--- config.mk ---
export PLATFORM = sky130hd
export DESIGN_NAME = uart_transmitter_flat
export DESIGN_NICKNAME = d
export VERILOG_FILES = /design/src/rtl/uart_pkg.sv /design/src/rtl/uart_transmitter_if.sv /design/src/rtl/uart_tx_hold.sv /design/src/rtl/uart_transmitter.sv /design/src/flat_wrapper.sv
export SDC_FILE = /design/constraint.sdc
export NUM_CORES = 1
export LEC_CHECK = 0
export BUFFER_PORTS_ARGS = -buffer_cell sky130_fd_sc_hd__buf_4
export CAP_MARGIN = 30
export CORE_MARGIN = 2
export CORE_UTILIZATION = 60
export CTS_CLUSTER_DIAMETER = 100
export DETAILED_ROUTE_END_ITERATION = 8
export PLACE_DENSITY = 0.8
export SLEW_MARGIN = 5
export SYNTH_ARGS = -nofsm -noshare
export SYNTH_HDL_FRONTEND = slang
export SYNTH_HIERARCHICAL = 1
export SYNTH_SLANG_ARGS = --single-unit
export TNS_END_PERCENT = 20
--- constraint.sdc ---
create_clock -name clk -period 2.6 [get_ports clk]
set_input_delay 0 -clock clk [delete_from_list [all_inputs] [get_ports clk]]
set_output_delay 0 -clock clk [all_outputs]
set_load 0.02 [all_outputs]
--- src/rtl/uart_pkg.sv ---
// ---------------------------------------------------------------------------
// uart_pkg
// Definitions shared by the UART transmitter and receiver: the transmit FSM
// state type, the default frame width, line levels, and a parity helper.
// No ports (package).
// ---------------------------------------------------------------------------
package uart_pkg;

  typedef enum logic [2:0] {
    IDLE,
    START,
    DATA,
    PARITY,
    STOP
  } tx_state_t;

  localparam int   DEFAULT_DATA_BITS = 8;
  localparam logic UART_IDLE_LVL     = 1'b1;
  localparam logic START_LVL         = 1'b0;

  // Parity over up to 9 data bits. Callers zero-extend narrower data, which
  // does not change the XOR reduction. Even parity returns ^data, so the
  // total count of ones including the parity bit is even; odd inverts it.
  function automatic logic parity_bit(input logic [8:0] data, input logic odd);
    return (^data) ^ odd;
  endfunction

endpackage

--- src/rtl/uart_transmitter_if.sv ---
// ---------------------------------------------------------------------------
// uart_transmitter_if
// Host write port of the UART transmitter.
//   wr_en   host -> tx   write strobe
//   din     host -> tx   byte to send
//   wr_rdy  tx -> host   holding register empty
//   overrun tx -> host   one-clk pulse when a write was dropped
// ---------------------------------------------------------------------------
interface uart_transmitter_if #(
  parameter int DATA_BITS = 8
);

  logic                 wr_en;
  logic [DATA_BITS-1:0] din;
  logic                 wr_rdy;
  logic                 overrun;

  modport master (output wr_en, din, input wr_rdy, overrun);
  modport slave  (input wr_en, din, output wr_rdy, overrun);

endinterface

--- src/rtl/uart_tx_hold.sv ---
// ---------------------------------------------------------------------------
// uart_tx_hold
// Single-entry holding register between the host and the shift register.
//   clk, rst_n     clock, async active-low reset
//   wr_en_i/din_i  host write; accepted only while empty
//   wr_rdy_o       empty flag (registered state)
//   overrun_o      one-clk pulse after a write arrived while full
//   pop_i          FSM consumes the entry
//   dout_o/full_o  stored byte and occupancy
// ---------------------------------------------------------------------------
module uart_tx_hold #(
  parameter int DATA_BITS = 8
) (
  input  logic                 clk,
  input  logic                 rst_n,
  input  logic                 wr_en_i,
  input  logic [DATA_BITS-1:0] din_i,
  output logic                 wr_rdy_o,
  output logic                 overrun_o,
  input  logic                 pop_i,
  output logic [DATA_BITS-1:0] dout_o,
  output logic                 full_o
);

  logic                 full_q, full_d;
  logic [DATA_BITS-1:0] data_q, data_d;
  logic                 overrun_q, overrun_d;

  // Write and pop are mutually exclusive: a write needs the entry empty and
  // a pop needs it full, so no priority between them is required.
  always_comb begin
    full_d    = full_q;
    data_d    = data_q;
    overrun_d = wr_en_i && full_q;
    if (wr_en_i && !full_q) begin
      full_d = 1'b1;
      data_d = din_i;
    end else if (pop_i) begin
      full_d = 1'b0;
    end
  end

  always_ff @(posedge clk or negedge rst_n) begin
    if (!rst_n) begin
      full_q    <= 1'b0;
      data_q    <= '0;
      overrun_q <= 1'b0;
    end else begin
      full_q    <= full_d;
      data_q    <= data_d;
      overrun_q <= overrun_d;
    end
  end

  assign wr_rdy_o  = !full_q;
  assign overrun_o = overrun_q;
  assign dout_o    = data_q;
  assign full_o    = full_q;

endmodule

--- src/rtl/uart_transmitter.sv ---
// ---------------------------------------------------------------------------
// uart_transmitter
// Serialises bytes onto a UART line: start bit, DATA_BITS data bits LSB
// first, optional parity bit, STOP_BITS stop bits. Every FSM step happens on
// a clken cycle, so each bit lasts exactly one clken period.
//   clk, rst_n  clock, async active-low reset
//   clken       one-clk pulse per bit period
//   wr          host write port (wr_en/din/wr_rdy/overrun)
//   tx          registered serial line, idles high
//   tx_busy     registered: frame in progress or byte pending
// ---------------------------------------------------------------------------
module uart_transmitter
  import uart_pkg::*;
#(
  parameter int DATA_BITS  = DEFAULT_DATA_BITS,
  parameter int PARITY_EN  = 0,
  parameter int PARITY_ODD = 0,
  parameter int STOP_BITS  = 1
) (
  input  logic            clk,
  input  logic            rst_n,
  input  logic            clken,
  uart_transmitter_if.slave wr,
  output logic            tx,
  output logic            tx_busy
);

  localparam int   CNT_W     = $clog2(DATA_BITS);
  localparam logic STOP_LAST = 1'(STOP_BITS - 1);

  tx_state_t            state_q, state_d;
  logic [DATA_BITS-1:0] shift_q, shift_d;
  logic [CNT_W-1:0]     bitCnt_q, bitCnt_d;
  logic                 stopCnt_q, stopCnt_d;
  logic                 parity_q, parity_d;
  logic                 tx_q, tx_d;
  logic                 busy_q, busy_d;

  logic                 holdPop;
  logic                 holdFull;
  logic [DATA_BITS-1:0] holdData;
  logic                 loadNext;
  logic                 holdFullNext;

  uart_tx_hold #(.DATA_BITS(DATA_BITS)) u_hold (
    .clk      (clk),
    .rst_n    (rst_n),
    .wr_en_i  (wr.wr_en),
    .din_i    (wr.din),
    .wr_rdy_o (wr.wr_rdy),
    .overrun_o(wr.overrun),
    .pop_i    (holdPop),
    .dout_o   (holdData),
    .full_o   (holdFull)
  );

  // Next state. Loading from the holding register is shared by IDLE and the
  // last stop bit, which gives back-to-back frames without an idle bit.
  // tx and tx_busy are derived from the next state so that both registers
  // change on the same edge as the state.
  always_comb begin
    state_d   = state_q;
    shift_d   = shift_q;
    bitCnt_d  = bitCnt_q;
    stopCnt_d = stopCnt_q;
    parity_d  = parity_q;
    loadNext  = 1'b0;
    holdPop   = 1'b0;
    tx_d      = UART_IDLE_LVL;
    busy_d    = 1'b0;

    unique case (state_q)
      IDLE: begin
        if (clken && holdFull) loadNext = 1'b1;
      end
      START: begin
        if (clken) begin
          state_d  = DATA;
          bitCnt_d = '0;
        end
      end
      DATA: begin
        if (clken) begin
          shift_d  = shift_q >> 1;
          bitCnt_d = bitCnt_q + CNT_W'(1);
          if (bitCnt_q == CNT_W'(DATA_BITS - 1)) begin
            state_d   = (PARITY_EN != 0) ? PARITY : STOP;
            stopCnt_d = 1'b0;
          end
        end
      end
      PARITY: begin
        if (clken) begin
          state_d   = STOP;
          stopCnt_d = 1'b0;
        end
      end
      STOP: begin
        if (clken) begin
          if (stopCnt_q == STOP_LAST) begin
            stopCnt_d = 1'b0;
            if (holdFull) loadNext = 1'b1;
            else          state_d  = IDLE;
          end else begin
            stopCnt_d = stopCnt_q + 1'b1;
          end
        end
      end
      default: state_d = IDLE;
    endcase

    // Parity is taken from the latched byte at load time, not from din.
    if (loadNext) begin
      holdPop  = 1'b1;
      shift_d  = holdData;
      parity_d = parity_bit(9'(holdData), PARITY_ODD != 0);
      state_d  = START;
    end

    unique case (state_d)
      START:   tx_d = START_LVL;
      DATA:    tx_d = shift_d[0];
      PARITY:  tx_d = parity_d;
      default: tx_d = UART_IDLE_LVL;
    endcase

    holdFullNext = (holdFull && !holdPop) || (wr.wr_en && !holdFull);
    busy_d       = (state_d != IDLE) || holdFullNext;
  end

  always_ff @(posedge clk or negedge rst_n) begin
    if (!rst_n) begin
      state_q   <= IDLE;
      shift_q   <= '0;
      bitCnt_q  <= '0;
      stopCnt_q <= 1'b0;
      parity_q  <= 1'b0;
      tx_q      <= UART_IDLE_LVL;
      busy_q    <= 1'b0;
    end else begin
      state_q   <= state_d;
      shift_q   <= shift_d;
      bitCnt_q  <= bitCnt_d;
      stopCnt_q <= stopCnt_d;
      parity_q  <= parity_d;
      tx_q      <= tx_d;
      busy_q    <= busy_d;
    end
  end

  assign tx      = tx_q;
  assign tx_busy = busy_q;

endmodule
--- src/flat_wrapper.sv ---
// flat-port wrapper written by rule: the top's interface ports become plain ports
module uart_transmitter_flat import uart_pkg::*;
#(
  parameter int DATA_BITS  = DEFAULT_DATA_BITS,
  parameter int PARITY_EN  = 0,
  parameter int PARITY_ODD = 0,
  parameter int STOP_BITS  = 1
)
  (clk, rst_n, clken, tx, tx_busy, wr_wr_en, wr_din, wr_wr_rdy, wr_overrun);
  uart_transmitter_if #(.DATA_BITS(DATA_BITS)) wr_i ();
  input  logic clk;
  input  logic rst_n;
  input  logic clken;
  output logic tx;
  output logic tx_busy;
  input wire logic [$bits(wr_i.wr_en)-1:0] wr_wr_en;
  input wire logic [$bits(wr_i.din)-1:0] wr_din;
  output wire logic [$bits(wr_i.wr_rdy)-1:0] wr_wr_rdy;
  output wire logic [$bits(wr_i.overrun)-1:0] wr_overrun;
  assign wr_i.wr_en = wr_wr_en;
  assign wr_i.din = wr_din;
  assign wr_wr_rdy = wr_i.wr_rdy;
  assign wr_overrun = wr_i.overrun;
  uart_transmitter #(.DATA_BITS(DATA_BITS), .PARITY_EN(PARITY_EN), .PARITY_ODD(PARITY_ODD), .STOP_BITS(STOP_BITS)) u_core (.clk(clk), .rst_n(rst_n), .clken(clken), .wr(wr_i), .tx(tx), .tx_busy(tx_busy));
endmodule
# Word level (Yosys, flattened, before mapping)
# Cells that the tools add are included.
# totals
register_bits	28
output_inout_bits	4
# op_classes
n_reduce_logical	19
eq_ne	13
muxes	31
addsub	2
# op_table
op	n
3-bit two-way mux	10
8-bit two-way mux	3
3-bit case mux with 5 select lines	1
1-bit two-way mux	13
3-bit by 2-bit == test with 1-bit output, second input constant	4
9-bit parity	1
2-bit inequality test, second input constant	4
2-bit nonzero test	4
3-bit by 1-bit == test with 1-bit output, second input constant	2
3-bit == test, second input constant	2
1-bit case mux with 3 select lines	2
3-bit case mux with 2 select lines	1
3-bit nonzero test	2
5-bit AND reduction	1
1-bit logical AND	4
3-bit by 1-bit adder with 3-bit output, second input constant	1
3-bit zero test	1
3-bit AND reduction	1
1-bit zero test	2
1-bit logical OR	2
2-bit by 1-bit inequality test with 1-bit output, second input constant	1
1-bit case mux with 2 select lines	1
2-bit AND reduction	1
1-bit adder, second input constant	1

# Longest topological paths before layout
# Gate-level depths: netlist of run 1.
# depth
depth_word	9
mapped_depth	6
depth_no_buf	6

# Modules after synthesis
# The synthesis of run 1 kept the hierarchy.
# modules_own_cells
module	seq_area_each_um2	area_per_inst_um2	instances	cells_each
uart_transmitter	426.7	880.8	1	88
uart_tx_hold	250.2	409.1	1	23

# Least setup slack after synthesis of run 1
# Ideal clock, no wire load.
# synth_path
path_type	flip-flop to flip-flop
startpoint	register u_core.state_q[2]
endpoint	register u_core.shift_q[0]
arrival_ns	1.366
stages_incl_launch_ff	5
t_required_ns	2.475
synth_period_minus_slack_ns	1.490
setup_time_ns	0.125
path_buffers	1
path_slack_ns	1.110
path_cell_list	dfrtp_1 > and4bb_1 > buf_6 > mux2_4 > mux2_2
# synth_via
elab_chain_len	3
word_cells_on_any_way	6
# synth_rtl
element	line_no	text
start, declared	uart_transmitter.sv:31	tx_state_t state_q, state_d;
start signal, assigned	uart_transmitter.sv:141	state_q <= state_d;
3-bit == test, or another cell as far along	uart_transmitter.sv:72	unique case (state_q)
1-bit case mux with 2 select lines / 8-bit two-way mux (equally long branches)	uart_transmitter.sv:72	
8-bit two-way mux *	uart_transmitter.sv:113	if (loadNext) begin
net u_core.shift_d[0]	uart_transmitter.sv:32	logic [DATA_BITS-1:0] shift_q, shift_d;
end signal, assigned	uart_transmitter.sv:142	shift_q <= shift_d;
end, declared	uart_transmitter.sv:32	
# Mark *: on every way through the listed nets, which the timed path passes. The rest lies on a longest branch. The select of a mux whose other input is x is not followed.
# A chain may end at the register's enable or synchronous reset.

# Worst setup path in the final report of run 1
# layout_path
startpoint	register u_core.state_q[1]
endpoint	register u_core.shift_q[0]
# Same word-level chain as after synthesis.

==> out/results.txt, run 1 <==
worst-skew pair later-pin latency: 0.31 ns
sequential share of power: 0.452
starting density of the core: 0.644
area delta synth->final: 19.9%
FF-to-FF End: u_core/shift_q[0]
antenna-violating nets left: 0
R2R depth: 3
Via Count: 880
DRC Markers: 0
GPL Wtd Cong: 0.797
synthesized instance count: 111
Die X: 50.4 um
routed wire length: 2.27 mm
CP Data Required Time: 2.81 ns
Slew headroom: 0.568
CTS Sinks: 27
unique cell type count in the Yosys netlist: 32
skew final: 0.00503 ns
root buf cell: clkbuf_4
CTS Buffer Depth: 2
RSZ-0062 raised after global routing: false
maximum VDD drop: 0.909 mV
Top Family by Delay on Critical Path: multiplexers
clock network power share: 0.097
Cell Area, Synth: 0.00129 mm^2
crit path max fanout: 12
CP max stage cell: dfrtp_1
worst hold-check path type: in -> async
Worst-path clk slew: 0.14 ns
largest net degree at the start of global routing: 28
I/O Buffers: 15
max_cap viols: 0
Die H: 50.4 um
global-route wire length before repair: 3.84 mm
syn nets: 125
Design Area, Final: 0.00155 mm^2
total gr overflow: 0
placed cell area: 0.00141 mm^2
Synth top area share: 0.504
crit end category: flip-flop
leakage power: 0.704 nW
fin. max-slew vios: 0
top cells by area, synth: dfrtp_1 (50%), mux2_4 (10%), nand2_1 (4.9%)
Worst Setup Start Kind: flip-flop
Antenna Cells: 0
DRT iter0 DRCs: 23
H-tree Lvls: 1
row cnt: 16
sw power: 0.654 mW
sequential cell area: 677 um^2
post-CTS resize count: 0
Worst Path Arrival: 1.99 ns
crit path capture: u_core/shift_q[0]
crit path cell chain: and4bb_1 -> mux2_4 -> mux2_2
FILL cells: 134
GRT Total Usage: 0.203
# setup viols final: 0
CP peak stage delay: 0.58 ns
post-synthesis sequential area ratio: 0.525
CP Buf/Inv Count: 0
#FFs+latches synth: 27
initial antenna violation count: 0
Sw Ratio: 0.365
internal power: 1.13 mW
R2R Path Start: u_core/state_q[1]
DR vias/cell: 5.40
Post-DP HPWL: 1.57 mm
drt pass-1 iters: 4
hold_buf cts: 11
critical path depth in cells: 3
final period utilization: 0.685
Logic pwr share: 0.451
hold slack: 0.136 ns
Setup TNS Final: 0 ns
R2R setup slack: 0.82 ns
Critical Path Source: u_core/state_q[1]
critical setup path kind: reg -> reg
CTS tree: done
min Tclk post-route: 1.78 ns
cell accounting for the most synthesized area: dfrtp_1
drt wl/cell: 13.9 um
share of cells above drive strength 1: 0.243
DIE AREA: 0.00254 mm^2
CORE AREA: 0.00200 mm^2
I/O pin count: 16
Fmax: 0.561 GHz
vias in the first global route: 870
yosys warns: 6
PD cells: 1160 mW/mm^2
status: complete, no violations
Final Hold Viols: 0
Num CTS Buffers: 3
Slew @ Worst Pin: 0.646 ns
Avg Inst Size Synth: 11.6 um^2
Multi-input gate area: 576 um^2
fin nets: 151
Setup Fix Bufs, Post-CTS: 0
-- worst min-delay path by stage --
stage          start                 endpoint  slack (ns)  cells past startpoint
6_report       rst_n       u_core/bitCnt_q[2]        0.14                      2
3_5_place_dp   rst_n  u_core/u_hold/overrun_o       -0.07                      1
3_3_place_gp   rst_n  u_core/u_hold/overrun_o       -0.08                      1
2_1_floorplan  rst_n       u_core/bitCnt_q[0]       -0.30                      0
5_1_grt        rst_n       u_core/bitCnt_q[2]        0.15                      2
4_1_cts        rst_n        u_core/state_q[1]        0.12                      2
-- final cells by class --
type,instances,area share
Clock buffer,4,0.0170
Multi-Input combinational cell,77,0.372
Sequential cell,27,0.438
Tap cell,27,0.0218
Timing Repair Buffer,27,0.149
Inverter,1,0.00243
-- stage by stage --
stage / util / std cells / setup slack, ns / power, mW
6_report: 0.773 / 163 / 0.819 / 1.79
5_1_grt: 0.773 / 163 / 0.780 / 1.92
4_1_cts: 0.773 / 163 / 0.846 / 1.80
3_5_place_dp: 0.704 / 148 / 0.855 / 1.61
3_3_place_gp: 0.704 / 148 / 0.926 / 1.57
2_1_floorplan: - / 111 / 1.11 / 1.42
-- power by group through the flow --
stage	sequential [mW]	clock [mW]	combinational [mW]
6_report	0.809	0.173	0.807
5_1_grt	0.836	0.195	0.887
4_1_cts	0.806	0.180	0.813
3_5_place_dp	0.814	0	0.801
3_3_place_gp	0.802	0	0.764
2_1_floorplan	0.761	0	0.663
-- cell usage after synthesis, drive strengths merged --
cell type   n
dfrtp      26
nand2      17
mux2       10
o21ai       8
xnor2       7
nor2        5
a22oi       4
buf         4
nor2b       4
mux2i       3
a21oi       2
a31oi       2
clkbuf      2
ha          2
nand3b      2
a211oi      1
a21o        1
a22o        1
and2        1
and2b       1
and4bb      1
dfstp       1
inv         1
nand2b      1
nor4bb      1
o211ai      1
o21bai      1
or3         1
-- routing by layer --
metal	global-route usage	wire length, um	vias to the layer above
met5	0	0	-
met4	0.0586	12	0
met3	0.0268	64	2
met2	0.349	1160	17
met1	0.268	1030	428
li1	-	-	433
-- cell usage in the layout, fill, tap and decap left out, drive strengths merged, types with 2 or more instances in the layout --
master	count
dfrtp	26
buf	16
mux2	10
mux2i	3
ha	2
nand3b	2
xnor2	7
nor2	5
a31oi	2
nand2	17
o21ai	8
dlygate4sd3	11
nor2b	4
a22oi	4
clkbuf	4
a21oi	2
-- cells by family after synthesis --
group / Yosys count / synth area share
simple gates: 34 / 0.136
mux: 13 / 0.137
xor+xnor: 7 / 0.0475
compound gates: 21 / 0.102
flops: 27 / 0.525
fa+ha+maj: 2 / 0.0194
buf+inv: 7 / 0.0339
-- state kept, by name, indices dropped and copies added, names as in the netlist --
register	flops
u_core/bitCnt_q	3
u_core/parity_q	1
u_core/shift_q	8
u_core/state_q	3
u_core/tx	1
u_core/tx_busy	1
u_core/u_hold/dout_o	8
u_core/u_hold/full_o	1
u_core/u_hold/overrun_o	1
-- worst register-to-register path, cell delays in order, from the launching register on --
cell and delay (ns):
dfrtp_1 0.58, and4bb_1 0.49, mux2_4 0.34, mux2_2 0.26
(Power assumes the default switching activity.)
==> run 2, diff against run 1 <==
--- a/config.mk
+++ b/config.mk
@@ -7,11 +7,12 @@
 export LEC_CHECK = 0
 export BUFFER_PORTS_ARGS = -buffer_cell sky130_fd_sc_hd__buf_4
 export CAP_MARGIN = 30
+export CORE_ASPECT_RATIO = 1.75
 export CORE_MARGIN = 2
-export CORE_UTILIZATION = 60
+export CORE_UTILIZATION = 50
 export CTS_CLUSTER_DIAMETER = 100
 export DETAILED_ROUTE_END_ITERATION = 8
-export PLACE_DENSITY = 0.8
+export PLACE_DENSITY = 0.71
 export SLEW_MARGIN = 5
 export SYNTH_ARGS = -nofsm -noshare
 export SYNTH_HDL_FRONTEND = slang
==> constraint.sdc (replaced) <==
create_clock -name clk -period 1.6 [get_ports clk]
set_input_delay 0 -clock clk [delete_from_list [all_inputs] [get_ports clk]]
set_output_delay 0 -clock clk [all_outputs]
set_load 0.02 [all_outputs]
==> out/results.txt, run 2 (same netlist as run 1, synthesis figures left out) <==
status: complete, no violations
CP max stage cell: dfrtp_1
Design Area, Final: 0.00160 mm^2 (+3.7%)
GPL Wtd Cong: 0.851 (+6.7%)
# setup viols final: 0 (unchanged)
vias in the first global route: 945 (+8.6%)
drt pass-1 iters: 4 (unchanged)
share of cells above drive strength 1: 0.284 (+0.0410)
Fmax: 0.677 GHz (+21%)
H-tree Lvls: 1 (unchanged)
CORE AREA: 0.00246 mm^2 (+23%)
worst-skew pair later-pin latency: 0.26 ns (-0.05 ns)
Worst Path Arrival: 1.67 ns (-0.32 ns)
routed wire length: 2.34 mm (+3.0%)
DRC Markers: 0 (unchanged)
final period utilization: 0.923 (+0.237)
min Tclk post-route: 1.48 ns (-0.305 ns)
critical setup path kind: reg -> reg
drt wl/cell: 14.0 um (+0.58%)
total gr overflow: 0 (unchanged)
GRT Total Usage: 0.177 (-0.0256)
PD cells: 1920 mW/mm^2 (+66%)
Die H: 71.2 um (+41%)
Slew @ Worst Pin: 0.441 ns (-0.205 ns)
CP Data Required Time: 1.80 ns (-1.01 ns)
largest net degree at the start of global routing: 28 (unchanged)
Worst Setup Start Kind: flip-flop
Post-DP HPWL: 1.70 mm (+7.8%)
initial antenna violation count: 0 (unchanged)
area delta synth->final: 24.3%
crit end category: flip-flop
skew final: 0.00187 ns (-0.00316 ns)
CP peak stage delay: 0.41 ns (-0.17 ns)
RSZ-0062 raised after global routing: false
crit path cell chain: ha_1 -> ha_1 -> o21ai_0 -> nand2_1 -> a211oi_2 -> o21ai_1
placed cell area: 0.00145 mm^2 (+3.1%)
crit path max fanout: 4 (-8)
DR vias/cell: 5.46 (+1.0%)
fin. max-slew vios: 0 (unchanged)
DRT iter0 DRCs: 34 (+48%)
I/O Buffers: 15 (unchanged)
leakage power: 0.741 nW (+5.1%)
CTS tree: done
global-route wire length before repair: 4.24 mm (+10%)
Final Hold Viols: 0 (unchanged)
most frequent cells in the layout: dfrtp_1 (26), buf_4 (22), nand2_1 (17)
Slew headroom: 0.702 (+0.134)
Critical Path Source: u_core/bitCnt_q[0]
fin nets: 156 (+3.3%)
worst hold-check path type: in -> reg
Antenna Cells: 0 (unchanged)
Num CTS Buffers: 3 (unchanged)
root buf cell: clkbuf_8
Setup Fix Bufs, Post-CTS: 0 (unchanged)
most used cell, CP: ha_1
antenna-violating nets left: 0 (unchanged)
max_cap viols: 0 (unchanged)
Die X: 42.4 um (-16%)
maximum VDD drop: 1.19 mV (+31%)
row cnt: 24 (+8)
I/O pin count: 16 (unchanged)
CTS Buffer Depth: 2 (unchanged)
Hold Crit Start: clken
Via Count: 911 (+3.5%)
R2R Path Start: u_core/bitCnt_q[0]
Worst-path clk slew: 0.09 ns (-0.05 ns)
FILL cells: 198 (+48%)
starting density of the core: 0.524 (-0.120)
Setup TNS Final: 0 ns (unchanged)
most common cell after layout, fill and taps aside: dfrtp_1
DIE AREA: 0.00302 mm^2 (+19%)
CTS Sinks: 27 (unchanged)
==> run 2: changes by cell type in the layout (fill, tap and decap cells not counted) <==
cell           change
buf_4              +6
a211oi_1           -1
clkbuf_8           +3
a211oi_2           +1
dlygate4sd3_1      -1
clkbuf_4           -3
==> run 2: worst max-delay path, delay by kind of cell (launching register included) <==
family | cells | cell delay, ns
DFF | 1 | 0.41
and+or+nand+nor | 1 | 0.12
AOI/OAI and AO/OA | 3 | 0.49
adders and majority gates | 2 | 0.39
==> run 2: cell type report <==
cell class | instances | area (um^2) | share of cell area
inverters | 1 | 3.75 | 0.00234
clock buffers | 4 | 45.0 | 0.0281
well taps | 26 | 32.5 | 0.0203
multi-input cells | 77 | 581 | 0.362
flip-flops and latches | 27 | 677 | 0.422
repair buffers | 32 | 265 | 0.165
==> run 2: metal layers <==
| layer | vias to the layer above | share of wire | GRT usage |
|---|---|---|---|
| met5 | - | 0 | 0 |
| met2 | 15 | 0.57 | 0.306 |
| met4 | 0 | 0.0090 | 0.0590 |
| li1 | 444 | - | - |
| met1 | 450 | 0.40 | 0.229 |
| met3 | 2 | 0.021 | 0.0179 |
==> run 2: what timing repair did <==
action / in CTS / in global routing
hold buffers: 10 / 0
resized for setup: 0 / 1
endpoints found under the setup margin: 0 / 1
endpoints found under the hold margin: 37 / 0
==> run 2: report_power, final <==
group,leakage (nW),switching [mW],internal (mW)
logic,0.394,0.638,0.799
clock network,0.0228,0.194,0.178
registers,0.324,0.253,1.01
==> run 2: through the flow <==
stage	utilization	power, mW	std cells	hold slack [ns]	setup WS [ns]
final	0.651	3.07	167	0.0196	0.124
after global routing	0.651	3.29	167	0.0420	0.0561
after CTS	0.649	3.08	167	0.0179	0.0513
after detailed placement	0.590	2.68	153	-0.0693	0.0852
after global placement	0.590	2.64	153	-0.0734	0.178
after floorplan	-	2.31	111	-0.296	0.110
==> run 2: final timing paths <==
check	to	slack (ns)	depth (start not counted)
setup / recovery	u_core/tx	0.12	6
hold / removal	u_core/tx	0.02	3
setup reg to reg	u_core/tx	0.12	6
hold reg to reg	u_core/shift_q[1]	0.49	2
max in group asynchronous	u_core/tx	1.12	2
min in group asynchronous	u_core/tx_busy	0.18	2
